[config.mk]
export PLATFORM = sky130hd
export DESIGN_NAME = conv_encoder_soft
export DESIGN_NICKNAME = d
export VERILOG_FILES = /design/src/rtl/conv_encoder_soft.sv
export SDC_FILE = /design/constraint.sdc
export NUM_CORES = 1
export LEC_CHECK = 0
export ABC_CLOCK_PERIOD_IN_PS = 4300
export BUFFER_PORTS_ARGS = -buffer_cell sky130_fd_sc_hd__buf_2
export CAP_MARGIN = 15
export CELL_PAD_IN_SITES_DETAIL_PLACEMENT = 0
export CELL_PAD_IN_SITES_GLOBAL_PLACEMENT = 2
export CORE_MARGIN = 10
export CORE_UTILIZATION = 30
export DETAILED_ROUTE_END_ITERATION = 7
export GPL_ROUTABILITY_DRIVEN = 0
export PLACE_DENSITY = 0.8
export REMOVE_ABC_BUFFERS = 1
export SETUP_SLACK_MARGIN = 0.4
export SYNTH_ARGS = -nofsm -noshare
export SYNTH_HDL_FRONTEND = slang
export SYNTH_SLANG_ARGS = --single-unit
[constraint.sdc]
create_clock -name clk -period 4.3 [get_ports clk]
set_clock_uncertainty 0.1 [all_clocks]
set_input_delay 0.645 -clock clk [delete_from_list [all_inputs] [get_ports clk]]
set_output_delay 0.645 -clock clk [all_outputs]
set_load 0.02 [all_outputs]
[src/rtl/conv_encoder_soft.sv]
// Rate-1/2 convolutional encoder with a soft-symbol mapper (I = G1 parity, Q = G2 parity) and zero-tail flush.
// Optional build macro CONV_ENC_NOISE_EN adds Galois-LFSR noise to every emitted symbol.

module conv_encoder_soft #(
    parameter int unsigned  K       = 7,
    parameter logic [K-1:0] G1      = 7'h79,
    parameter logic [K-1:0] G2      = 7'h5B,
    parameter int unsigned  SOFT_W  = 8,
    parameter int unsigned  NOISE_W = 3
) (
    input  logic                     clk,
    input  logic                     sys_rst,
    input  logic                     clr,
    input  logic                     in_bit,
    input  logic                     in_valid,
    output logic                     in_ready,
    input  logic                     flush,
    output logic signed [SOFT_W-1:0] out_sym,
    output logic                     out_valid,
    input  logic                     out_ready,
    output logic                     out_phase,
    output logic                     out_last,
    output logic                     flush_done
);

    localparam int unsigned S_W   = K - 1;
    localparam int unsigned CNT_W = $clog2(K);
    localparam int unsigned SUM_W = SOFT_W + 1;

    localparam logic [SOFT_W-1:0] SYM_POS  = {1'b0, {(SOFT_W-1){1'b1}}};
    localparam logic [SOFT_W-1:0] SYM_NEG  = {1'b1, {(SOFT_W-1){1'b0}}};
    localparam logic [CNT_W-1:0]  TAIL_LEN = CNT_W'(K - 1);

    typedef enum logic [2:0] {
        IDLE   = 3'd0,
        SYM_I  = 3'd1,
        SYM_Q  = 3'd2,
        TAIL_I = 3'd3,
        TAIL_Q = 3'd4
    } fsm_t;

    fsm_t             fsm;
    logic [S_W-1:0]   sr;
    logic             q_par;
    logic             tail_pend;
    logic [CNT_W-1:0] tail_cnt;
    logic [NOISE_W:0] noise;

    function automatic logic parity(input logic [K-1:0] v, input logic [K-1:0] g);
        return ^(v & g);
    endfunction

    // Extreme code plus signed noise, clamped back into the SOFT_W range.
    function automatic logic [SOFT_W-1:0] soft_map(input logic par, input logic [NOISE_W:0] n);
        logic [SOFT_W-1:0] ideal;
        logic [SUM_W-1:0]  sum;
        logic [SOFT_W-1:0] res;
        ideal = par ? SYM_POS : SYM_NEG;
        sum   = {ideal[SOFT_W-1], ideal} + {{(SUM_W-NOISE_W-1){n[NOISE_W]}}, n};
        if (sum[SUM_W-1] != sum[SUM_W-2]) begin
            res = sum[SUM_W-1] ? SYM_NEG : SYM_POS;
        end else begin
            res = sum[SOFT_W-1:0];
        end
        return res;
    endfunction

`ifdef CONV_ENC_NOISE_EN
    logic        sym_acc;
    logic [15:0] lfsr;
    logic [15:0] lfsr_d;

    assign sym_acc = out_valid && out_ready;

    // Noise for a freshly loaded symbol uses the post-advance LFSR value.
    always_comb begin
        lfsr_d = lfsr;
        if (sym_acc) begin
            lfsr_d = {1'b0, lfsr[15:1]} ^ (lfsr[0] ? 16'hB400 : 16'h0000);
        end
    end

    always_ff @(posedge clk or posedge sys_rst) begin
        if (sys_rst) begin
            lfsr <= 16'hACE1;
        end else if (clr) begin
            lfsr <= 16'hACE1;
        end else begin
            lfsr <= lfsr_d;
        end
    end

    assign noise = lfsr_d[NOISE_W:0];
`else
    assign noise = '0;
`endif

    logic [K-1:0]      data_vec;
    logic [K-1:0]      tail_vec;
    logic [SOFT_W-1:0] data_sym;
    logic [SOFT_W-1:0] tail_sym;
    logic [SOFT_W-1:0] q_sym;

    assign data_vec = {in_bit, sr};
    assign tail_vec = {1'b0, sr};
    assign data_sym = soft_map(parity(data_vec, G1), noise);
    assign tail_sym = soft_map(parity(tail_vec, G1), noise);
    assign q_sym    = soft_map(q_par, noise);

    // Combinational so a new bit can be taken in the cycle the Q symbol leaves.
    assign in_ready = !sys_rst && !clr &&
                      ((fsm == IDLE) || ((fsm == SYM_Q) && out_ready && !tail_pend));

    always_ff @(posedge clk or posedge sys_rst) begin
        if (sys_rst) begin
            fsm        <= IDLE;
            sr         <= '0;
            q_par      <= 1'b0;
            tail_pend  <= 1'b0;
            tail_cnt   <= '0;
            out_sym    <= '0;
            out_valid  <= 1'b0;
            out_phase  <= 1'b0;
            out_last   <= 1'b0;
            flush_done <= 1'b0;
        end else if (clr) begin
            fsm        <= IDLE;
            sr         <= '0;
            q_par      <= 1'b0;
            tail_pend  <= 1'b0;
            tail_cnt   <= '0;
            out_sym    <= '0;
            out_valid  <= 1'b0;
            out_phase  <= 1'b0;
            out_last   <= 1'b0;
            flush_done <= 1'b0;
        end else begin
            flush_done <= 1'b0;
            case (fsm)
                IDLE: begin
                    if (in_valid) begin
                        out_sym   <= data_sym;
                        out_valid <= 1'b1;
                        out_phase <= 1'b0;
                        q_par     <= parity(data_vec, G2);
                        sr        <= {in_bit, sr[S_W-1:1]};
                        fsm       <= SYM_I;
                    end else if (flush) begin
                        out_sym   <= tail_sym;
                        out_valid <= 1'b1;
                        out_phase <= 1'b0;
                        q_par     <= parity(tail_vec, G2);
                        sr        <= {1'b0, sr[S_W-1:1]};
                        tail_cnt  <= TAIL_LEN;
                        fsm       <= TAIL_I;
                    end
                end
                SYM_I: begin
                    if (out_ready) begin
                        out_sym   <= q_sym;
                        out_phase <= 1'b1;
                        fsm       <= SYM_Q;
                    end
                end
                SYM_Q: begin
                    if (out_ready) begin
                        if (in_valid && !tail_pend) begin
                            out_sym   <= data_sym;
                            out_phase <= 1'b0;
                            q_par     <= parity(data_vec, G2);
                            sr        <= {in_bit, sr[S_W-1:1]};
                            fsm       <= SYM_I;
                        end else if (tail_pend || flush) begin
                            out_sym   <= tail_sym;
                            out_phase <= 1'b0;
                            q_par     <= parity(tail_vec, G2);
                            sr        <= {1'b0, sr[S_W-1:1]};
                            tail_cnt  <= TAIL_LEN;
                            tail_pend <= 1'b0;
                            fsm       <= TAIL_I;
                        end else begin
                            out_sym   <= '0;
                            out_valid <= 1'b0;
                            out_phase <= 1'b0;
                            fsm       <= IDLE;
                        end
                    end else if (flush && !in_valid) begin
                        tail_pend <= 1'b1;
                    end
                end
                TAIL_I: begin
                    if (out_ready) begin
                        out_sym   <= q_sym;
                        out_phase <= 1'b1;
                        out_last  <= (tail_cnt == CNT_W'(1));
                        fsm       <= TAIL_Q;
                    end
                end
                TAIL_Q: begin
                    if (out_ready) begin
                        out_last <= 1'b0;
                        if (tail_cnt == CNT_W'(1)) begin
                            tail_cnt   <= '0;
                            out_sym    <= '0;
                            out_valid  <= 1'b0;
                            out_phase  <= 1'b0;
                            flush_done <= 1'b1;
                            fsm        <= IDLE;
                        end else begin
                            tail_cnt  <= tail_cnt - CNT_W'(1);
                            out_sym   <= tail_sym;
                            out_phase <= 1'b0;
                            q_par     <= parity(tail_vec, G2);
                            sr        <= {1'b0, sr[S_W-1:1]};
                            fsm       <= TAIL_I;
                        end
                    end
                end
                default: begin
                    fsm <= IDLE;
                end
            endcase
        end
    end

endmodule

After elaboration in Yosys (flattened, before gate mapping)
Index checks and enable logic that the tools add are counted.
{"block": "word_totals", "elab_cells": 145, "reg_bits": 26}
{"block": "op_classes", "eq_ne": 22, "muxes": 79, "n_addsub": 1, "reduce_logical": 33}
{"cell": "two-way mux 8 bit", "count": 12}
{"cell": "two-way mux 6 bit", "count": 8}
{"cell": "two-way mux 3 bit", "count": 15}
{"cell": "two-way mux 1 bit", "count": 33}
{"cell": "inequality test 3 bit (second input constant)", "count": 11}
{"cell": "one-hot mux 8 bit (4 select lines)", "count": 1}
{"cell": "XOR reduction 7 bit", "count": 4}
{"cell": "one-hot mux 6 bit (3 select lines)", "count": 1}
{"cell": "one-hot mux 3 bit (5 select lines)", "count": 1}
{"cell": "AND reduction 7 bit", "count": 2}
{"cell": "AND reduction 5 bit", "count": 2}
{"cell": "one-hot mux 1 bit (3 select lines)", "count": 3}
{"cell": "one-hot mux 3 bit (3 select lines)", "count": 1}
{"cell": "AND reduction 4 bit", "count": 2}
{"cell": "nonzero test 4 bit", "count": 2}
{"cell": "== test 3 x 1 -> 1 bit (second input constant)", "count": 2}
{"cell": "== test 3 x 2 -> 1 bit (second input constant)", "count": 2}
{"cell": "logical AND 1 bit", "count": 6}
{"cell": "two-way mux 2 bit", "count": 3}
{"cell": "inequality test 3 x 1 -> 1 bit (second input constant)", "count": 2}
{"cell": "inequality test 3 x 2 -> 1 bit (second input constant)", "count": 2}
{"cell": "AND reduction 6 bit", "count": 1}
{"cell": "nonzero test 3 bit", "count": 2}
{"cell": "nonzero test 5 bit", "count": 1}
{"cell": "11 further kinds", "count": 16}

Depth between registers and ports, before layout
Gate-level depths: netlist of the first run.
{"block": "depth", "depth_word": 7, "mapped_depth": 7, "depth_no_buf": 7}

Worst setup path after synthesis of the first run
Ideal clock, no wire load.
{"block": "synth_timing", "path_kind": "input-to-output", "startpoint": "in clr", "endpoint": "out in_ready", "path_slack_ns": 1.726, "arrival_ns": 1.829, "path_stages": 3, "path_cell_list": "clkbuf_1 > clkbuf_1 > nor4b_1"}
{"block": "synth_between", "elab_chain_len": 3}
{"element": "start, declared", "line_no": "13", "source": "input logic clr,"}
{"element": "zero test 1 bit", "line_no": "111", "source": "assign in_ready = !sys_rst && !clr &&"}
{"element": "logical AND 1 bit (2 in series)", "line_no": "111"}
{"element": "end, declared", "line_no": "16", "source": "output logic in_ready,"}
Every way passes these cells.

Worst setup path in the final report of the first run
{"block": "layout_timing", "startpoint": "reg fsm[2]", "endpoint": "out in_ready"}
{"block": "layout_between", "elab_chain_len": 5, "word_cells_on_any_way": 6, "cone_classes": "eq/ne (1); reduce/logical (5)"}
{"element": "start, declared", "line_no": "42", "source": "fsm_t fsm;"}
{"element": "start signal, assigned", "line_no": "116", "source": "fsm <= IDLE;"}
{"element": "start signal, assigned", "line_no": "127", "source": "fsm <= IDLE;"}
{"element": "start signal, assigned", "line_no": "147", "source": "fsm <= SYM_I;"}
{"element": "== test 3 x 2 -> 1 bit", "line_no": "112", "source": "((fsm == IDLE) || ((fsm == SYM_Q) && out_ready && !tail_pend));"}
{"element": "logical AND 1 bit (2 in series)", "line_no": "112"}
{"element": "logical OR 1 bit *", "line_no": "112"}
{"element": "logical AND 1 bit *", "line_no": "111"}
Mark *: on every way between the ends. The rest lies on a longest branch, timed or not.

==> impl_metrics.yaml, run 1 <==
synthesis:
  synth.avg_cell_area_sq_um: 9.405
  syn_area_sq_mm: 0.001383
  ys_types: 43
  seq_area_frac_synth: 0.3620
  yosys_warnings: 0
  synth.ff_latch_count: 20
  netlist_instances: 147
sta:
  rsz0062_at_grt: "false"
  period_needed_ns: 2.405
  tns_ns: 0
  fmax_mhz: 415.8
  finalCritPeriodShare: 0.5594
  hold_viol: 0
  tightest_slew_ns: 0.7855
  setup-violations-final: 0
  relSlewSlack: 0.4758
  slew_viol_final: 0
power_and_ir_drop:
  ir_drop_v: 0.0001447
  seqPwrFrac: 0.395
  pwr_density_cell_mw_per_mm2: 413.9
  p_int_mw: 0.3962
  swShare: 0.3725
  p_comb_frac: 0.378
  finalPower_mw: 0.6313
  clkPwrFrac: 0.227
  power.leakage_nw: 0.7044
  p_sw_mw: 0.2352
detailed_routing:
  ant_nets: 0
  vias_per_cell: 5.090
  drt_iter0_markers: 47
  drc_errors: 0
  dr.pass1.iters: 5
  wire_per_inst_microns: 14.98
  vias: 1074
  drt_wl_total_microns: 3160
worst_setup_path:
  crit_required_ns: 3.56
  worstSetupPathType: "reg2out"
  critPathLaunchType: "flop"
  crit_path_max_fanout: 15
  slowest_stage: "dfrtp_1"
  cp_cell_sequence: "or2_2, nor4b_1, buf_2"
  crit_path_max_incr_delay_ns: 0.55
  endpoint_kind: "primary output"
  arrival_ns: 1.66
cts:
  post-cts-setup-buffers: 0
  cts_buffer_depth: 2
  cts_buffers: 3
  cts_tree: "yes"
  clkLatencyLatePin_ns: 0.25
  cts.sinks: 20
  ctsResizeCount: 0
  cts_hold_buffers: 0
  clk_pin_slew_ns: 0.08
  cts_max_level: 1
  root_buffer: "clkbuf_8"
die:
  ios: 20
  die_w_microns: 87.89
  die_height_microns: 87.89
  rows: 24
  start_util: 0.3132
  core_area_sq_mm: 0.004414
  dieArea_sq_mm: 0.007724
final_layout:
  num_antenna_cells: 0
  nets: 169
  area.growth.synth_to_final_pct: 10.32
  final_layout_size_suffix_gt1_frac: 0.2704
  nFillCells: 441
  utilization: 0.3455
grt:
  track_usage: 0.08754
  grt_max_degree: 24
  grt_pass1_vias: 1120
  grt_pass1_wl_microns: 5540
  antenna_found_initial: 0
  overflow: 0
job:
  maxCapViolations: 0
placement:
  hpwl_microns: 2376
  portBuffers: 19
worst_hold_path:
  hold_path_class: "reg2reg"
outcome:
  status: "finished, final reports clean"
==> critical path: cells and delay by family (launching register included) <==
| kind | cells | cell delay, ns |
|---|---|---|
| buf+inv | 1 | 0.22 |
| flops | 1 | 0.55 |
| simple gates | 2 | 0.63 |
==> synthesized netlist by cell type <==
cell type,n,area (sq um)
nor2_4,1,11.26
xor2_1,1,8.760
o221a_2,1,11.26
nand3b_1,2,15.01
o41a_1,1,11.26
nand2b_1,4,25.02
a211oi_1,2,15.01
inv_2,1,3.750
o22ai_1,1,6.260
nor3_1,3,15.01
mux2i_1,1,10.01
nor2_1,7,26.28
buf_2,1,5.000
o311ai_4,1,26.28
o21ai_0,11,55.05
xnor2_1,6,52.55
or2_2,2,12.51
o2bb2ai_1,1,8.760
xnor2_2,1,16.27
dfrtp_1,20,500.5
o211ai_1,2,15.01
o21a_1,1,7.510
and3_1,1,6.260
maj3_2,1,11.26
nor2b_1,10,62.56
and2_1,1,6.260
ha_1,2,25.02
a21oi_1,10,50.05
clkbuf_1,2,7.510
nor4_1,1,6.260
nor4b_1,1,8.760
nand2_1,14,52.55
nor3b_2,2,25.02
a22oi_1,1,7.510
nand3_1,2,10.01
o21ai_4,1,16.27
inv_1,5,18.77
mux2_2,9,101.4
o211a_1,1,10.01
a221oi_1,1,8.760
a221o_1,1,10.01
buf_4,8,60.06
a32o_1,2,20.02
==> power by group through the flow <==
stage,sequential [mW],clock (mW),combinational [mW]
6_report,0.249,0.143,0.239
5_1_grt,0.254,0.161,0.266
4_1_cts,0.249,0.151,0.243
3_5_place_dp,0.253,0,0.242
3_3_place_gp,0.252,0,0.242
2_1_floorplan,0.278,0,0.146
==> layer usage <==
| layer | vias to the layer above | GRT usage | wire length [microns] |
|---|---|---|---|
| li1 | 542 | - | - |
| met1 | 513 | 0.1121 | 1511 |
| met2 | 17 | 0.1429 | 1477 |
| met3 | 2 | 0.02228 | 150 |
| met4 | 0 | 0.02174 | 20 |
| met5 | - | 0 | 0 |
==> kinds of logic after synthesis <==
group                    share of synthesized area
AO/OA/AOI/OAI                               0.2018
AND/OR/NAND/NOR                             0.2045
flip-flops                                  0.3620
multiplexers                               0.08055
XOR/XNOR                                   0.05611
buffers and inverters                      0.06878
adder cells (fa/ha/maj)                    0.02624
==> cell usage in the layout (no fill, tap or decap), types with 2 or more instances in the layout <==
| cell | synthesis | final |
|---|---|---|
| clkbuf_8 | 0 | 4 |
| nor3_1 | 3 | 3 |
| nor3b_2 | 2 | 2 |
| xnor2_1 | 6 | 6 |
| or2_2 | 2 | 2 |
| ha_1 | 2 | 2 |
| nand2_1 | 14 | 14 |
| a32o_1 | 2 | 2 |
| mux2_2 | 9 | 9 |
| nor2b_1 | 10 | 10 |
| nand3b_1 | 2 | 2 |
| inv_1 | 5 | 5 |
| nor2_1 | 7 | 7 |
| nand2b_1 | 4 | 4 |
| o21ai_0 | 11 | 11 |
| dfrtp_1 | 20 | 20 |
| o211ai_1 | 2 | 2 |
| buf_2 | 1 | 19 |
| a211oi_1 | 2 | 2 |
| a21oi_1 | 10 | 10 |
| nand3_1 | 2 | 2 |
==> layout make-up <==
cell class              count  area, sq um  share of cell area
flip-flops and latches     20        500.5              0.3281
clock buffers               4        55.05             0.03610
repair buffers             19        95.09             0.06235
inverters                   6        22.52             0.01477
well taps                  52        65.06             0.04266
multi-input cells         110        787.0              0.5160
==> registers in the layout, indices dropped and copies added, names as in the netlist <==
signal,count
tail_cnt,3
tail_pend,1
flush_done,1
q_par,1
out_sym,2
out_phase,1
fsm,3
out_valid,1
out_last,1
sr,6
==> worst paths after layout <==
check | from | endpoint | cells past startpoint | slack, ns
max | fsm[2] | in_ready | 3 | 1.89
min | out_valid | out_valid | 1 | 0.39
min in group asynchronous | sys_rst | fsm[0] | 2 | 0.43
max in group asynchronous | sys_rst | tail_pend | 2 | 3.17
min reg2reg | out_valid | out_valid | 1 | 0.39
max reg2reg | fsm[2] | sr[5] | 5 | 2.11
==> through the flow <==
stage | setup WS [ns] | instances | instance area, sq um | hold slack, ns
finish | 1.895 | 211 | 1525 | 0.3896
global route | 1.712 | 211 | 1525 | 0.4284
CTS | 1.894 | 211 | 1525 | 0.3954
detailed placement | 2.022 | 207 | 1470 | 0.3771
global placement | 2.091 | 207 | 1470 | 0.3815
floorplan | 1.980 | 136 | 1310 | 0.3710
Power figures use the tool's default switching activity.
==> run 2: changes to the inputs <==
Settings changed: ABC_CLOCK_PERIOD_IN_PS 4300 to 2100, PLACE_DENSITY 0.8 to 0.83.
Clock period 4.3 ns to 2.1 ns, I/O delays scaled along.
==> run 2 against run 1 <==
Against the previous run:
- power grew 130%
- core utilization increased by 7.6 points
- hold slack worse by 0.090 ns
- global-route usage up 1.2 points
==> impl_metrics.yaml, run 2 (synthesis results as in run 1) <==
final_layout:
  largest_registers: "sr: 6 flops, fsm: 3 flops, tail_cnt: 3 flops"
  utilization: 0.4212
  largest_reg_flops: 6
  area.growth.synth_to_final_pct: 34.48
  final_layout_size_suffix_gt1_frac: 0.4462
  max_flop_register: "sr"
  layout_common_cells: "buf_4, dfrtp_1, buf_2, nand2_1, a21oi_1"
  layout_commonest_cell: "buf_4"
  nets: 196
  nFillCells: 431
  num_antenna_cells: 0
detailed_routing:
  wire_per_inst_microns: 15.91
  vias: 1258
  dr.pass1.iters: 4
  drt_iter0_markers: 94
  drt_wl_total_microns: 3786
  ant_nets: 0
  vias_per_cell: 5.286
  drc_errors: 0
die:
  ios: 20
  core_area_sq_mm: 0.004414
  start_util: 0.3132
  die_w_microns: 87.89
  rows: 24
  dieArea_sq_mm: 0.007724
  die_height_microns: 87.89
power_and_ir_drop:
  ir_drop_v: 0.0002612
  pwr_density_cell_mw_per_mm2: 796.9
  finalPower_mw: 1.482
  seqPwrFrac: 0.331
  p_int_mw: 0.9234
  swShare: 0.3768
  clkPwrFrac: 0.207
  p_sw_mw: 0.5583
  power.leakage_nw: 0.8692
  p_comb_frac: 0.462
cts:
  cts_tree: "yes"
  cts.sinks: 20
  clkLatencyLatePin_ns: 0.27
  cts_max_level: 1
  clk_pin_slew_ns: 0.08
  cts_buffer_depth: 2
  cts_buffers: 3
  root_buffer: "clkbuf_8"
placement:
  portBuffers: 19
  hpwl_microns: 2665
  dp_slack_ns: 0.1153
grt:
  grt_max_degree: 15
  grt_pass1_vias: 1265
  grt_pass1_wl_microns: 6161
  antenna_found_initial: 0
  track_usage: 0.09917
  overflow: 0
sta:
  slew_viol_final: 0
  tns_ns: 0
  rsz0062_at_grt: "true"
  hold_viol: 0
  fmax_mhz: 539.2
  relSlewSlack: 0.6070
  setup-violations-final: 0
  period_needed_ns: 1.855
  finalCritPeriodShare: 0.8831
  fin_ws_ns: 0.2454
  tightest_slew_ns: 0.5881
worst_hold_path:
  min_path_cells: 3
  hold_start: "out_ready"
  hold_path_class: "in2reg"
  min_to: "tail_pend"
job:
  maxCapViolations: 0
worst_setup_path:
  worstSetupPathType: "reg2reg"
  crit_required_ns: 2.15
  endpoint_kind: "flop"
  critPathLaunchType: "flop"
  arrival_ns: 1.91
  r2r_slack_ns: 0.25
  r2r-start: "fsm[1]"
  crit_path_max_fanout: 8
  worstReg2RegEnd: "sr[0]"
  worst_r2r_path_depth: 4
outcome:
  status: "finished, final reports clean"
-- run 2: changes by cell type in the layout (fill, tap and decap cells not counted), moves of 2 or more --
cell / before / now
nand2_1: 14 / 10
buf_4: 0 / 24
o21ai_0: 11 / 8
o21ai_1: 0 / 2
mux2_2: 9 / 3
buf_6: 0 / 3
nor3b_4: 0 / 2
nor3b_2: 2 / 0
nand2_2: 0 / 3
mux2_4: 0 / 6
-- run 2: per-layer routing --
metal  vias up  global-route usage  wire [microns]
li1        589                   -               -
met1       629              0.1194            1624
met2        31              0.1647            1884
met3         9             0.02136             185
met4         0             0.04493              91
met5         -                   0               0
-- run 2: critical path, stage by stage (launching register included) --
cell and delay [ns]:
dfrtp_2 0.49, nor2_4 0.16, nand2_4 0.08, o311ai_4 0.55, mux2_4 0.35
-- run 2: timing repair --
action	CTS	global route
setup endpoints to repair	16	17
hold buffers	1	0
hold endpoints to repair	6	0
gates resized for setup	22	10
pin swaps	8	5
setup buffers	11	5
-- run 2: through the flow --
step                      std cells  cell area, sq um  hold slack [ns]
after floorplan                 136              1310           0.1788
after global placement          217              1545           0.1776
after detailed placement        217              1545           0.1824
after CTS                       233              1778           0.2888
after global routing            238              1859           0.3231
final                           238              1859           0.2991
-- run 2: area by class of cell --
| class | count | area [sq um] | area share |
|---|---|---|---|
| multi-input cells | 110 | 900.9 | 0.4845 |
| flip-flops and latches | 20 | 501.7 | 0.2699 |
| repair buffers | 46 | 314.1 | 0.1689 |
| well taps | 52 | 65.06 | 0.03499 |
| clock buffers | 4 | 55.05 | 0.02961 |
| inverters | 6 | 22.52 | 0.01211 |
-- run 2: power by group through the flow --
stage                     Combinational, mW  Sequential [mW]  Clock, mW
after detailed placement              0.553            0.499          0
after global placement                0.548            0.494          0
final                                 0.685            0.491      0.306
after CTS                             0.638            0.489      0.318
after global routing                  0.738            0.500      0.324
after floorplan                       0.299            0.570          0
-- run 2: worst max path at each step --
| stage | from | to |
|---|---|---|
| 6_report | fsm[1] | sr[0] |
| 5_1_grt | fsm[0] | sr[0] |
| 4_1_cts | fsm[2] | sr[0] |
| 3_5_place_dp | fsm[1] | sr[0] |
| 3_3_place_gp | fsm[1] | sr[3] |
| 2_1_floorplan | fsm[0] | in_ready |
